<file path="config.mk">
export PLATFORM = sky130hd
export DESIGN_NAME = isa_dma8_playback
export DESIGN_NICKNAME = d
export VERILOG_FILES = /design/src/rtl/isa_dma8_playback.sv
export SDC_FILE = /design/constraint.sdc
export NUM_CORES = 1
export LEC_CHECK = 0
export BUFFER_PORTS_ARGS = -buffer_cell sky130_fd_sc_hd__buf_2
export CAP_MARGIN = 20
export CORE_ASPECT_RATIO = 0.7
export CORE_MARGIN = 2
export CORE_UTILIZATION = 55
export DETAILED_ROUTE_END_ITERATION = 6
export GPL_TIMING_DRIVEN = 0
export PLACE_DENSITY = 0.82
export SYNTH_ARGS = -nofsm -noshare
export SYNTH_HDL_FRONTEND = slang
export SYNTH_SLANG_ARGS = --single-unit
export TNS_END_PERCENT = 100
</file>
<file path="constraint.sdc">
create_clock -name clk -period 5.1 [get_ports clk]
set_clock_uncertainty 0.05 [all_clocks]
set_input_delay 1.275 -clock clk [delete_from_list [all_inputs] [get_ports clk]]
set_output_delay 1.275 -clock clk [all_outputs]
set_load 0.005 [all_outputs]
</file>
<file path="src/rtl/isa_dma8_playback.sv">
// isa_dma8_playback: 8-bit ISA single-cycle DMA playback channel (DRQ/DACK + IOW)
// with a sample FIFO, 8237-style transfer counter, terminal count and auto-init.
module isa_dma8_playback #(
    parameter int FIFO_DEPTH   = 16,
    parameter int SETUP_CYCLES = 2,
    parameter int IOW_CYCLES   = 4,
    parameter int HOLD_CYCLES  = 1
) (
    input  logic                          clk,
    input  logic                          reset,
    input  logic [7:0]                    wr_data,
    input  logic                          wr_valid,
    output logic                          wr_ready,
    input  logic                          count_load,
    input  logic [15:0]                   count_value,
    input  logic                          auto_init,
    input  logic                          enable,
    output logic [$clog2(FIFO_DEPTH):0]   fifo_level,
    output logic                          busy,
    output logic                          tc_irq,
    output logic                          bus_req,
    input  logic                          bus_gnt,
    input  logic                          drq,
    output logic                          dack_n,
    output logic                          iow_n,
    output logic                          aen,
    output logic                          tc,
    output logic [7:0]                    d_out,
    output logic                          d_oe
);
    localparam int AW = $clog2(FIFO_DEPTH);
    localparam int LW = AW + 1;

    typedef enum logic [2:0] {IDLE, REQ, SETUP, STROBE, HOLD, DONE} state_t;

    state_t state, state_d;

    // DRQ synchroniser
    logic drq_m, drq_s;

    always_ff @(posedge clk) begin
        if (reset) begin
            drq_m <= 1'b0;
            drq_s <= 1'b0;
        end else begin
            drq_m <= drq;
            drq_s <= drq_m;
        end
    end

    // Sample FIFO, first-word-fall-through
    logic [7:0]    mem [FIFO_DEPTH];
    logic [AW-1:0] wr_ptr, rd_ptr;
    logic [LW-1:0] level, level_d;
    logic [7:0]    head;
    logic          push, pop;

    assign push       = wr_valid && wr_ready;
    assign pop        = (state == DONE);
    assign head       = mem[rd_ptr];
    assign fifo_level = level;

    always_comb begin
        level_d = level;
        if (push && !pop)
            level_d = level + LW'(1);
        else if (pop && !push)
            level_d = level - LW'(1);
    end

    always_ff @(posedge clk) begin
        if (reset) begin
            wr_ptr   <= '0;
            rd_ptr   <= '0;
            level    <= '0;
            wr_ready <= 1'b1;
        end else begin
            if (push)
                wr_ptr <= wr_ptr + AW'(1);
            if (pop)
                rd_ptr <= rd_ptr + AW'(1);
            level    <= level_d;
            wr_ready <= (level_d != LW'(FIFO_DEPTH));
        end
    end

    always_ff @(posedge clk) begin
        if (push)
            mem[wr_ptr] <= wr_data;
    end

    // Phase timer for SETUP/STROBE/HOLD; restarts on every state change
    logic [15:0] ph_cnt;
    logic        ph_last;

    always_comb begin
        ph_last = 1'b0;
        case (state)
            SETUP:   ph_last = (ph_cnt == 16'(SETUP_CYCLES - 1));
            STROBE:  ph_last = (ph_cnt == 16'(IOW_CYCLES - 1));
            HOLD:    ph_last = (ph_cnt == 16'(HOLD_CYCLES - 1));
            default: ph_last = 1'b0;
        endcase
    end

    always_ff @(posedge clk) begin
        if (reset || state_d != state)
            ph_cnt <= '0;
        else
            ph_cnt <= ph_cnt + 16'd1;
    end

    // Transfer counter; a load outside IDLE is parked until DONE
    logic [15:0] base, cur, pend_val;
    logic [15:0] base_d, cur_d, pend_val_d, load_val;
    logic        armed, pend, armed_d, pend_d;

    assign load_val = count_load ? count_value : pend_val;

    always_comb begin
        base_d     = base;
        cur_d      = cur;
        armed_d    = armed;
        pend_d     = pend;
        pend_val_d = pend_val;
        case (state)
            IDLE: begin
                if (count_load) begin
                    base_d  = count_value;
                    cur_d   = count_value;
                    armed_d = 1'b1;
                end
            end
            DONE: begin
                pend_d = 1'b0;
                if (pend || count_load) begin
                    base_d  = load_val;
                    cur_d   = load_val;
                    armed_d = 1'b1;
                end else if (cur != 16'd0) begin
                    cur_d = cur - 16'd1;
                end else if (auto_init) begin
                    cur_d = base;
                end else begin
                    armed_d = 1'b0;
                end
            end
            default: begin
                if (count_load) begin
                    pend_d     = 1'b1;
                    pend_val_d = count_value;
                end
            end
        endcase
    end

    always_ff @(posedge clk) begin
        if (reset) begin
            base     <= '0;
            cur      <= '0;
            pend_val <= '0;
            armed    <= 1'b0;
            pend     <= 1'b0;
        end else begin
            base     <= base_d;
            cur      <= cur_d;
            pend_val <= pend_val_d;
            armed    <= armed_d;
            pend     <= pend_d;
        end
    end

    // FSM: state register
    always_ff @(posedge clk) begin
        if (reset)
            state <= IDLE;
        else
            state <= state_d;
    end

    // FSM: next state
    always_comb begin
        state_d = state;
        case (state)
            IDLE:    if (enable && armed && drq_s && level != '0) state_d = REQ;
            REQ:     if (bus_gnt) state_d = SETUP;
            SETUP:   if (ph_last) state_d = STROBE;
            STROBE:  if (ph_last) state_d = HOLD;
            HOLD:    if (ph_last) state_d = DONE;
            DONE:    state_d = IDLE;
            default: state_d = IDLE;
        endcase
    end

    // FSM: outputs, decoded from the upcoming state so the flops line up with it
    logic       bus_nx;
    logic       busy_nx, bus_req_nx, dack_n_nx, iow_n_nx, aen_nx, tc_nx, d_oe_nx, tc_irq_nx;
    logic [7:0] d_out_nx;

    always_comb begin
        bus_nx     = (state_d == SETUP) || (state_d == STROBE) || (state_d == HOLD);
        busy_nx    = (state_d != IDLE);
        bus_req_nx = bus_nx || (state_d == REQ);
        dack_n_nx  = !bus_nx;
        iow_n_nx   = (state_d != STROBE);
        aen_nx     = bus_nx;
        d_oe_nx    = bus_nx;
        tc_nx      = bus_nx && (cur_d == 16'd0);
        d_out_nx   = bus_nx ? head : 8'h00;
        // A load that lands before DONE suppresses the terminal-count interrupt
        tc_irq_nx  = (state_d == DONE) && (cur == 16'd0) && !(pend || count_load);
    end

    always_ff @(posedge clk) begin
        if (reset) begin
            busy    <= 1'b0;
            bus_req <= 1'b0;
            dack_n  <= 1'b1;
            iow_n   <= 1'b1;
            aen     <= 1'b0;
            d_oe    <= 1'b0;
            tc      <= 1'b0;
            d_out   <= 8'h00;
            tc_irq  <= 1'b0;
        end else begin
            busy    <= busy_nx;
            bus_req <= bus_req_nx;
            dack_n  <= dack_n_nx;
            iow_n   <= iow_n_nx;
            aen     <= aen_nx;
            d_oe    <= d_oe_nx;
            tc      <= tc_nx;
            d_out   <= d_out_nx;
            tc_irq  <= tc_irq_nx;
        end
    end

endmodule
</file>
; Yosys cells after proc, flatten, opt, wreduce, memory -nomap -nowiden
; Memory sizes are Yosys's and may differ from the RTL's. A register that Yosys moved wholly into a read port is not among the register bits.
; Index checks and enable logic that the tools add are counted.
; W data, S select, Z words.
[op_classes]
addsub = 6
eq_ne = 19
mux = 26
n_bitwise = 2
reduce_logical = 32
[ops]
columns = op, n
row1 = $mux W16, 7
row2 = $pmux W16 S2, 2
row3 = $logic_not A16 Y1, 3
row4 = $add A16 B1 Y16 const B, 1
row5 = $eq A16 B1 Y1 const B, 1
row6 = $eq A16 B2 Y1 const B, 1
row7 = $reduce_bool A16 Y1, 1
row8 = $sub A16 B1 Y16 const B, 1
row9 = $mux W3, 5
row10 = $pmux W3 S5, 1
row11 = $eq A3 B2 Y1 const B, 4
row12 = $eq A3 B3 Y1 const B, 4
row13 = $mux W5, 2
row14 = $logic_and A1 B1 Y1, 9
row15 = $add A4 B1 Y4 const B, 2
row16 = $eq A3 B1 Y1 const B, 2
row17 = $mux W1, 6
row18 = $ne A3 B2 Y1 const B, 2
row19 = $add A5 B1 Y5 const B, 1
row20 = $logic_or A1 B1 Y1, 5
row21 = $ne A5 B5 Y1 const B, 1
row22 = $reduce_bool A5 Y1, 1
row23 = $sub A5 B1 Y5 const B, 1
row24 = $logic_not A1 Y1, 4
row25 = other kinds (14), 18
[word_totals]
regBits = 92
ram_bits = 128
elab_cells = 106
mem_count = 1
[mem_list]
columns = memory, words, width, rd, rd_ports_with_merged_regs, write_ports, line
row1 = mem, 16, 8, 1, 1, 1, 52  ; logic [7:0] mem [FIFO_DEPTH];

; Depth between registers and ports, before layout
; Gate-level depths: netlist of the first run.
[logic_depth]
depth_word = 10
mapped_depth = 10
depth_no_buf = 9

; Worst setup path after synthesis of the first run
; No wires, ideal clock.
[synth_path]
kind = input port to flip-flop
startpoint = input count_load
endpoint = register tc
setup_ps = 88
arrival_time_ps = 2852
setup_slack_ps = 2110
stages = 8
n_path_buf = 1
path_cell_list = or2_2 > clkbuf_1 > o211ai_1 > a21oi_1 > a221o_1 > a2111oi_2 > nand4_1 > nor4_2
[synth_via]
elab_chain_cells = 5
elab_cells_between_ends = 7
classes_between = mux (4) / reduce/logical (3)
[synth_rtl]
columns = item, line
row1 = "start, declared", 14  ; input logic count_load,
row2 = $mux W16 or $logic_or A1 B1 Y1 (tied branches), n/a
row3 = $mux W16, 136  ; if (pend || count_load) begin
row4 = $pmux W16 S2 (*), 126  ; case (state)
row5 = $logic_not A16 Y1 (*), 208  ; tc_nx = bus_nx && (cur_d == 16'd0);
row6 = $logic_and A1 B1 Y1 (*), 208
row7 = "end signal, assigned", 232  ; tc <= tc_nx;
row8 = "end, declared", 27  ; output logic tc,
; Every way passes the cells marked *; elsewhere a longest branch is shown, timed or not.
; A chain may end at the register's enable or synchronous reset.

; Final worst setup path of the first run
; Ends and elaborated chain as after synthesis.

==> reports/results.txt, run 1 <==
upper clock frequency limit: 0.2547 GHz
Mapped Avg Cell Area: 11.79 µm²
final wirelength: 27320 µm
post-cts resize count: 0
worst slew pin tran: 0.9394 ns
register area share after synthesis: 0.5801
pin count of the biggest net entering global routing: 17
Worst R2R End: ph_cnt[10]
Total GRT Usage: 0.2815
Post-CTS Hold Buffers: 0
CTS Buf Count: 22
register bit count reported by yosys: 228
Net Switching: 0.9272 mW
clock root buffer: clkbuf_16
Clock Sinks: 228
cells on worst reg2reg path: 8
ratio of cells with drive above 1 in the final layout: 0.1577
post-route ant nets: 0
drt wl/cell: 23.02 µm
crit path DAT: 4.26 ns
first drt pass iteration count: 7
row count: 41
final-report hold violation count: 0
Initial DRC Count: 1364
relative slew slack: 0.3737
core area: 18010 µm²
Gate power share: 0.083
yosys warns: 0
EDFF count, synth: 128
worst setup path startpoint: count_load
H-Tree Depth: 1
ANT cells: 0
vias in the first global route: 7045
total power: 4.016 mW
CTS max path bufs: 3
Hold WC Path Type: flop to flop
Post-route DRC: 5
Area after DPL: 10660 µm²
Worst Path Max Fanout: 10
Async SR Flop Fraction: 0
full die area: 19440 µm²
Final Cell Area: 11410 µm²
max_cap viols: 0
clock latency on the worst-skew pair: 0.52 ns
Pwr Density: 351.9 nW/µm²
Starting Density: 0.5597
unrepaired setup endpoints after global routing: false
CP required: 5.44 ns
post-CTS setup buffer count: 0
failing checks: DRC
Overflow after GRT: 0
via count: 7581
most common cell after layout, fill and taps aside: edfxtp_1
final setup fails: 0
Port Buf Inserts: 52
Worst Setup Start Kind: input pin
Tmin final: 3.926 ns
Seq pwr share: 0.500
status: finished, violations left
chip height: 117.3 µm
P&R area growth vs syn: 13.24%
Top FF cell, synth: edfxtp_1
first-pass GRT wire length: 41280 µm
CTS tree: built
post-synth design cell area: 10080 µm²
initial antenna violation count: 1
Worst setup endpoint: tc
syn nets: 897
Final Cycle Share: 0.7698
DR vias/cell: 6.387
num ports: 54
reg2reg setup slack: 1.66 ns
Clock Pin Slew Worst Setup and Hold Paths: 0.07 ns
Netlist cell types: 75
final core utilization: 0.6337
endpoint class of the critical path: flop
Syn Inst Count: 855
Die Wd: 165.8 µm
TNS Setup: 0 ns
GP Congestion: 1.025
DP Wirelength: 19050 µm
commonest cells after routing, fill and taps aside: edfxtp_1, nor2_1, dfxtp_1
Pleak: 3.931 nW
nets: 978
Peak VDD IR: 0.2501 mV
Switching Share: 0.2309
Pint: 3.088 mW
Max Slew Vio Count: 0
Clk pwr share: 0.417
worst r2r src: state[2]
crit path kind: input pin to flop
[registers in the layout, summed over array words and instances (netlist names)]
register,cells
iow_n,1
rd_ptr,4
mem,128
dack_n,1
tc_irq,1
pend,1
d_out,8
fifo_level,5
drq_s,1
pend_val,16
d_oe,1
busy,1
bus_req,1
armed,1
cur,16
wr_ready,1
tc,1
state,3
wr_ptr,4
ph_cnt,16
drq_m,1
base,16
[routing by layer]
| layer | up-vias | track usage | routed length [µm] |
|---|---|---|---|
| met3 | 87 | 0.08877 | 3624 |
| met1 | 3604 | 0.4121 | 11680 |
| met4 | 0 | 0.07768 | 772 |
| met2 | 521 | 0.4091 | 11250 |
| li1 | 3369 | - | - |
| met5 | - | 0 | 0 |
[power groups by stage]
stage               combinational, mW  sequential (mW)  clock, mW
floorplan                       0.206             2.04          0
global placement                0.307             2.04          0
detailed placement              0.313             2.04          0
CTS                             0.317             2.01       1.69
global route                    0.356             2.01       1.76
finish                          0.333             2.01       1.68
[logic make-up (layout without fill, tap and decap cells)]
| logic type | after synthesis | in the layout | synth area share |
|---|---|---|---|
| adders and majority gates | 10 | 10 | 0.01242 |
| and+or+nand+nor | 298 | 298 | 0.1428 |
| DFF | 228 | 228 | 0.5801 |
| buffers and inverters | 83 | 179 | 0.03365 |
| muxes | 50 | 50 | 0.09945 |
| xor gates and xnor gates | 25 | 25 | 0.02173 |
| AOI/OAI and AO/OA | 161 | 161 | 0.1099 |
[worst max-delay path, stage by stage]
cell and delay, ns:
buf_2 0.13, clkbuf_1 0.43, clkbuf_1 0.48, buf_1 0.58
a21oi_1 0.18, o22ai_1 0.16, a221oi_1 0.21, a32oi_1 0.24
nand4_1 0.25, nor4_2 0.32
[final cells by class]
class | instances | area [µm²]
fill | 1339 | 6595
sequential | 228 | 5846
multi-input combinational | 544 | 3892
clock buffer | 25 | 561.8
timing repair buffer | 57 | 295.3
tap | 236 | 295.3
buffer | 60 | 252.7
clock inverter | 14 | 181.4
inverter | 23 | 86.33
[synth_stat cells, drive strengths merged (6+ instances only)]
master	n	area, µm²
xnor2	10	87.58
nor2	106	397.9
nand4	10	62.56
xor2	15	131.4
o31ai	7	52.55
inv	22	82.58
and2	6	37.54
nand2b	9	56.30
or3	6	42.54
dfxtp	100	2002
o21ai	31	158.9
mux2i	9	90.09
edfxtp	128	3844
nand3	22	110.1
and3	6	37.54
nor4	11	75.07
a21oi	41	205.2
nand2	60	225.2
a211oi	12	95.09
a32oi	6	52.55
nor3	23	115.1
a311oi	8	70.07
clkbuf	49	183.9
ha	10	125.1
nor2b	17	106.4
buf	11	68.81
mux4	40	900.9
a31oi	10	62.56
[stage by stage]
stage               worst slack, ns  hold slack, ns  cells
floorplan                     2.111          0.3638    855
CTS                           1.486          0.4051   1186
detailed placement           0.9905          0.3957   1147
global placement              1.013          0.3696   1143
finish                        1.174          0.4017   1187
global route                  1.176          0.4166   1187
[worst min path at each step]
| stage | start | endpoint | depth (start not counted) | slack [ns] |
|---|---|---|---|---|
| 3_5_place_dp | drq_m | drq_s | 1 | 0.40 |
| 2_1_floorplan | drq_m | drq_s | 1 | 0.36 |
| 6_report | drq_m | drq_s | 1 | 0.40 |
| 3_3_place_gp | drq_m | drq_s | 1 | 0.37 |
| 4_1_cts | drq_m | drq_s | 1 | 0.41 |
| 5_1_grt | drq_m | drq_s | 1 | 0.42 |
Note: power is estimated with default switching activity, not from simulation.
==> inputs of run 2 (changes only) <==
--- a/config.mk
+++ b/config.mk
@@ -5,6 +5,7 @@
 export SDC_FILE = /design/constraint.sdc
 export NUM_CORES = 1
 export LEC_CHECK = 0
+export ABC_AREA = 1
 export BUFFER_PORTS_ARGS = -buffer_cell sky130_fd_sc_hd__buf_2
 export CAP_MARGIN = 20
 export CORE_ASPECT_RATIO = 0.7
@@ -12,7 +13,7 @@
 export CORE_UTILIZATION = 55
 export DETAILED_ROUTE_END_ITERATION = 6
 export GPL_TIMING_DRIVEN = 0
-export PLACE_DENSITY = 0.82
+export PLACE_DENSITY = 0.85
 export SYNTH_ARGS = -nofsm -noshare
 export SYNTH_HDL_FRONTEND = slang
 export SYNTH_SLANG_ARGS = --single-unit
==> constraint.sdc (replaced) <==
create_clock -name clk -period 3.6 [get_ports clk]
set_clock_uncertainty 0.05 [all_clocks]
set_input_delay 0.9 -clock clk [delete_from_list [all_inputs] [get_ports clk]]
set_output_delay 0.9 -clock clk [all_outputs]
set_load 0.005 [all_outputs]
==> reports/results.txt, run 2 <==
Hold WC Path Type: flop to flop
ANT cells: 0 (unchanged)
Adder-Cell Fraction of Synth Area: 0.01190 (-0.0005199)
Pleak: 4.629 nW (+18%)
post-cts resize count: 0 (unchanged)
initial antenna violation count: 0 (-1)
Synth Area in Compound Gates: 0.1418 (+0.03192)
GP Congestion: 0.9915 (-3.2%)
syn nets: 1219 (+36%)
Post-route DRC: 0 (-5)
Initial DRC Count: 1228 (-10%)
post-CTS setup buffer count: 0 (unchanged)
register bit count reported by yosys: 228 (unchanged)
final worst setup slack: 1.129 ns (-0.04531 ns)
clock root buffer: clkbuf_16
max_cap viols: 0 (unchanged)
final-report hold violation count: 0 (unchanged)
top cells by area, synth: edfxtp_1, dfxtp_1, nand2_1
worst slew pin tran: 1.009 ns (+0.06995 ns)
Biggest register: mem
register area share after synthesis: 0.5558 (-0.02429)
Overflow after GRT: 0 (unchanged)
Clock Sinks: 228 (unchanged)
clock latency on the worst-skew pair: 0.53 ns (about the same)
drt wl/cell: 19.51 µm (-15%)
H-Tree Depth: 1 (unchanged)
count leader, synth: nand2_1
most common cell after layout, fill and taps aside: nand2_1
Peak VDD IR: 0.3102 mV (+24%)
Async SR Flop Fraction: 0 (unchanged)
post-synthesis xor/xnor area fraction: 0.01499 (-0.006739)
Mapped Avg Cell Area: 8.936 µm² (-24%)
Final Cycle Share: 0.6865
relative slew slack: 0.3246 (-0.04912)
Top FF cell, synth: edfxtp_1
row count: 42 (+2.4%)
Worst Setup Start Kind: flop
Total GRT Usage: 0.2929 (+0.01138)
status: finished, final reports clean
unrepaired setup endpoints after global routing: false
Die Wd: 169.3 µm (+2.1%)
post-route ant nets: 0 (unchanged)
P&R area growth vs syn: 12.84%
endpoint class of the critical path: flop
synth cell count leaders: nand2_1, nor2_1, edfxtp_1, o21ai_0, dfxtp_1
CTS tree: built
multiplexer share of the synthesized area: 0 (-0.09945)
TNS Setup: 0 ns (unchanged)
CP required: 3.99 ns (-1.45 ns)
Synth area leader: edfxtp_1
Placed Cells: 1470 (+28%)
vias in the first global route: 8690 (+23%)
Tmin final: 2.471 ns
Netlist cell types: 43 (-43%)
Starting Density: 0.5591 (-0.0005971)
first-pass GRT wire length: 46090 µm (+12%)
post-synth design cell area: 10520 µm² (+4.4%)
num ports: 54 (unchanged)
Post-Synth Simple-Gate Area: 0.2147 (+0.07194)
Area after DPL: 11080 µm² (+3.9%)
first drt pass iteration count: 5 (-2)
main combinational cell family by area after synthesis: simple AND/OR/NAND/NOR gates
upper clock frequency limit: 0.4047 GHz
Syn Inst Count: 1177 (+38%)
CTS max path bufs: 3 (unchanged)
final wirelength: 29520 µm (+8.1%)
Synth top area share: 0.3655 (-0.01597)
ratio of cells with drive above 1 in the final layout: 0.1298 (-0.02791)
CTS Buf Count: 23 (+4.5%)
via count: 9290 (+23%)
final setup fails: 0 (unchanged)
pin count of the biggest net entering global routing: 17 (unchanged)
yosys warns: 0 (unchanged)
EDFF count, synth: 128 (unchanged)
core area: 18810 µm² (+4.5%)
Post-CTS Hold Buffers: 0 (unchanged)
Pwr Density: 492.6 nW/µm² (+40%)
Placement Setup Slack: 0.8562 ns (-0.1343 ns)
nets: 1296 (+33%)
DR vias/cell: 6.140 (-3.9%)
crit path kind: flop to flop
Port Buf Inserts: 51 (-1.9%)
Cell Count, Final, Fillers Out: 1513 (+27%)
Max Slew Vio Count: 0 (unchanged)
crit path DAT: 2.86 ns (-1.40 ns)
chip height: 119.7 µm (+2.1%)
Largest register FFs: 128 (unchanged)
commonest cells after routing, fill and taps aside: nand2_1, nor2_1, edfxtp_1
Final Cell Area: 11870 µm² (+4.0%)
Worst Path Max Fanout: 10 (unchanged)
Clock Pin Slew Worst Setup and Hold Paths: 0.07 ns (about the same)
full die area: 20260 µm² (+4.2%)
DP Wirelength: 20570 µm (+8.0%)
==> run 2: per-layer routing <==
| metal | share of wire | track usage |
|---|---|---|
| met1 | 0.42 | 0.4360 |
| met2 | 0.42 | 0.4194 |
| met3 | 0.14 | 0.08179 |
| met4 | 0.023 | 0.08226 |
| met5 | 0 | 0 |
==> run 2: worst paths after layout <==
path	startpoint	endpoint	slack [ns]	cells past startpoint
setup / recovery	rd_ptr[0]	d_out[6]	1.13	8
hold / removal	drq_m	drq_s	0.36	2
setup reg to reg	rd_ptr[0]	d_out[6]	1.13	8
hold reg to reg	drq_m	drq_s	0.36	2
==> run 2: report_power, final <==
group / leakage [nW] / internal (mW) / switching (mW)
registers: 1.97 / 2.81 / 0.0450
clock network: 0.376 / 1.44 / 1.04
logic: 2.28 / 0.159 / 0.345
==> run 2: area by class of cell <==
class | count | area, µm²
inverter | 92 | 345.3
fill | 1529 | 6945
buffer | 57 | 294.0
tap | 242 | 302.8
multi-input combinational | 800 | 4033
timing repair buffer | 52 | 266.5
clock inverter | 13 | 162.7
clock buffer | 29 | 618.1
sequential | 228 | 5846
==> run 2: through the flow <==
stage / power, mW / hold WS, ns / utilization
after floorplan: 3.238 / 0.3383 / -
after global placement: 3.383 / 0.3438 / 0.5887
after detailed placement: 3.399 / 0.3581 / 0.5887
after CTS: 5.837 / 0.3663 / 0.6302
after global routing: 6.024 / 0.3772 / 0.6308
final: 5.847 / 0.3585 / 0.6308
==> run 2: kinds of logic after synthesis <==
logic type,Yosys count
AND/OR/NAND/NOR,517
AO/OA/AOI/OAI,255
flip-flops,228
buffers and inverters,149
XOR/XNOR,18
adder cells (fa/ha/maj),10
==> run 2: worst max-delay path: stages (launching register included) <==
cell      delay (ns)
dfxtp_1         0.34
clkbuf_1        0.24
inv_1           0.15
buf_2           0.24
clkbuf_1        0.47
nor2_1          0.08
o221ai_1        0.44
nand3_1         0.15
a21oi_1         0.22
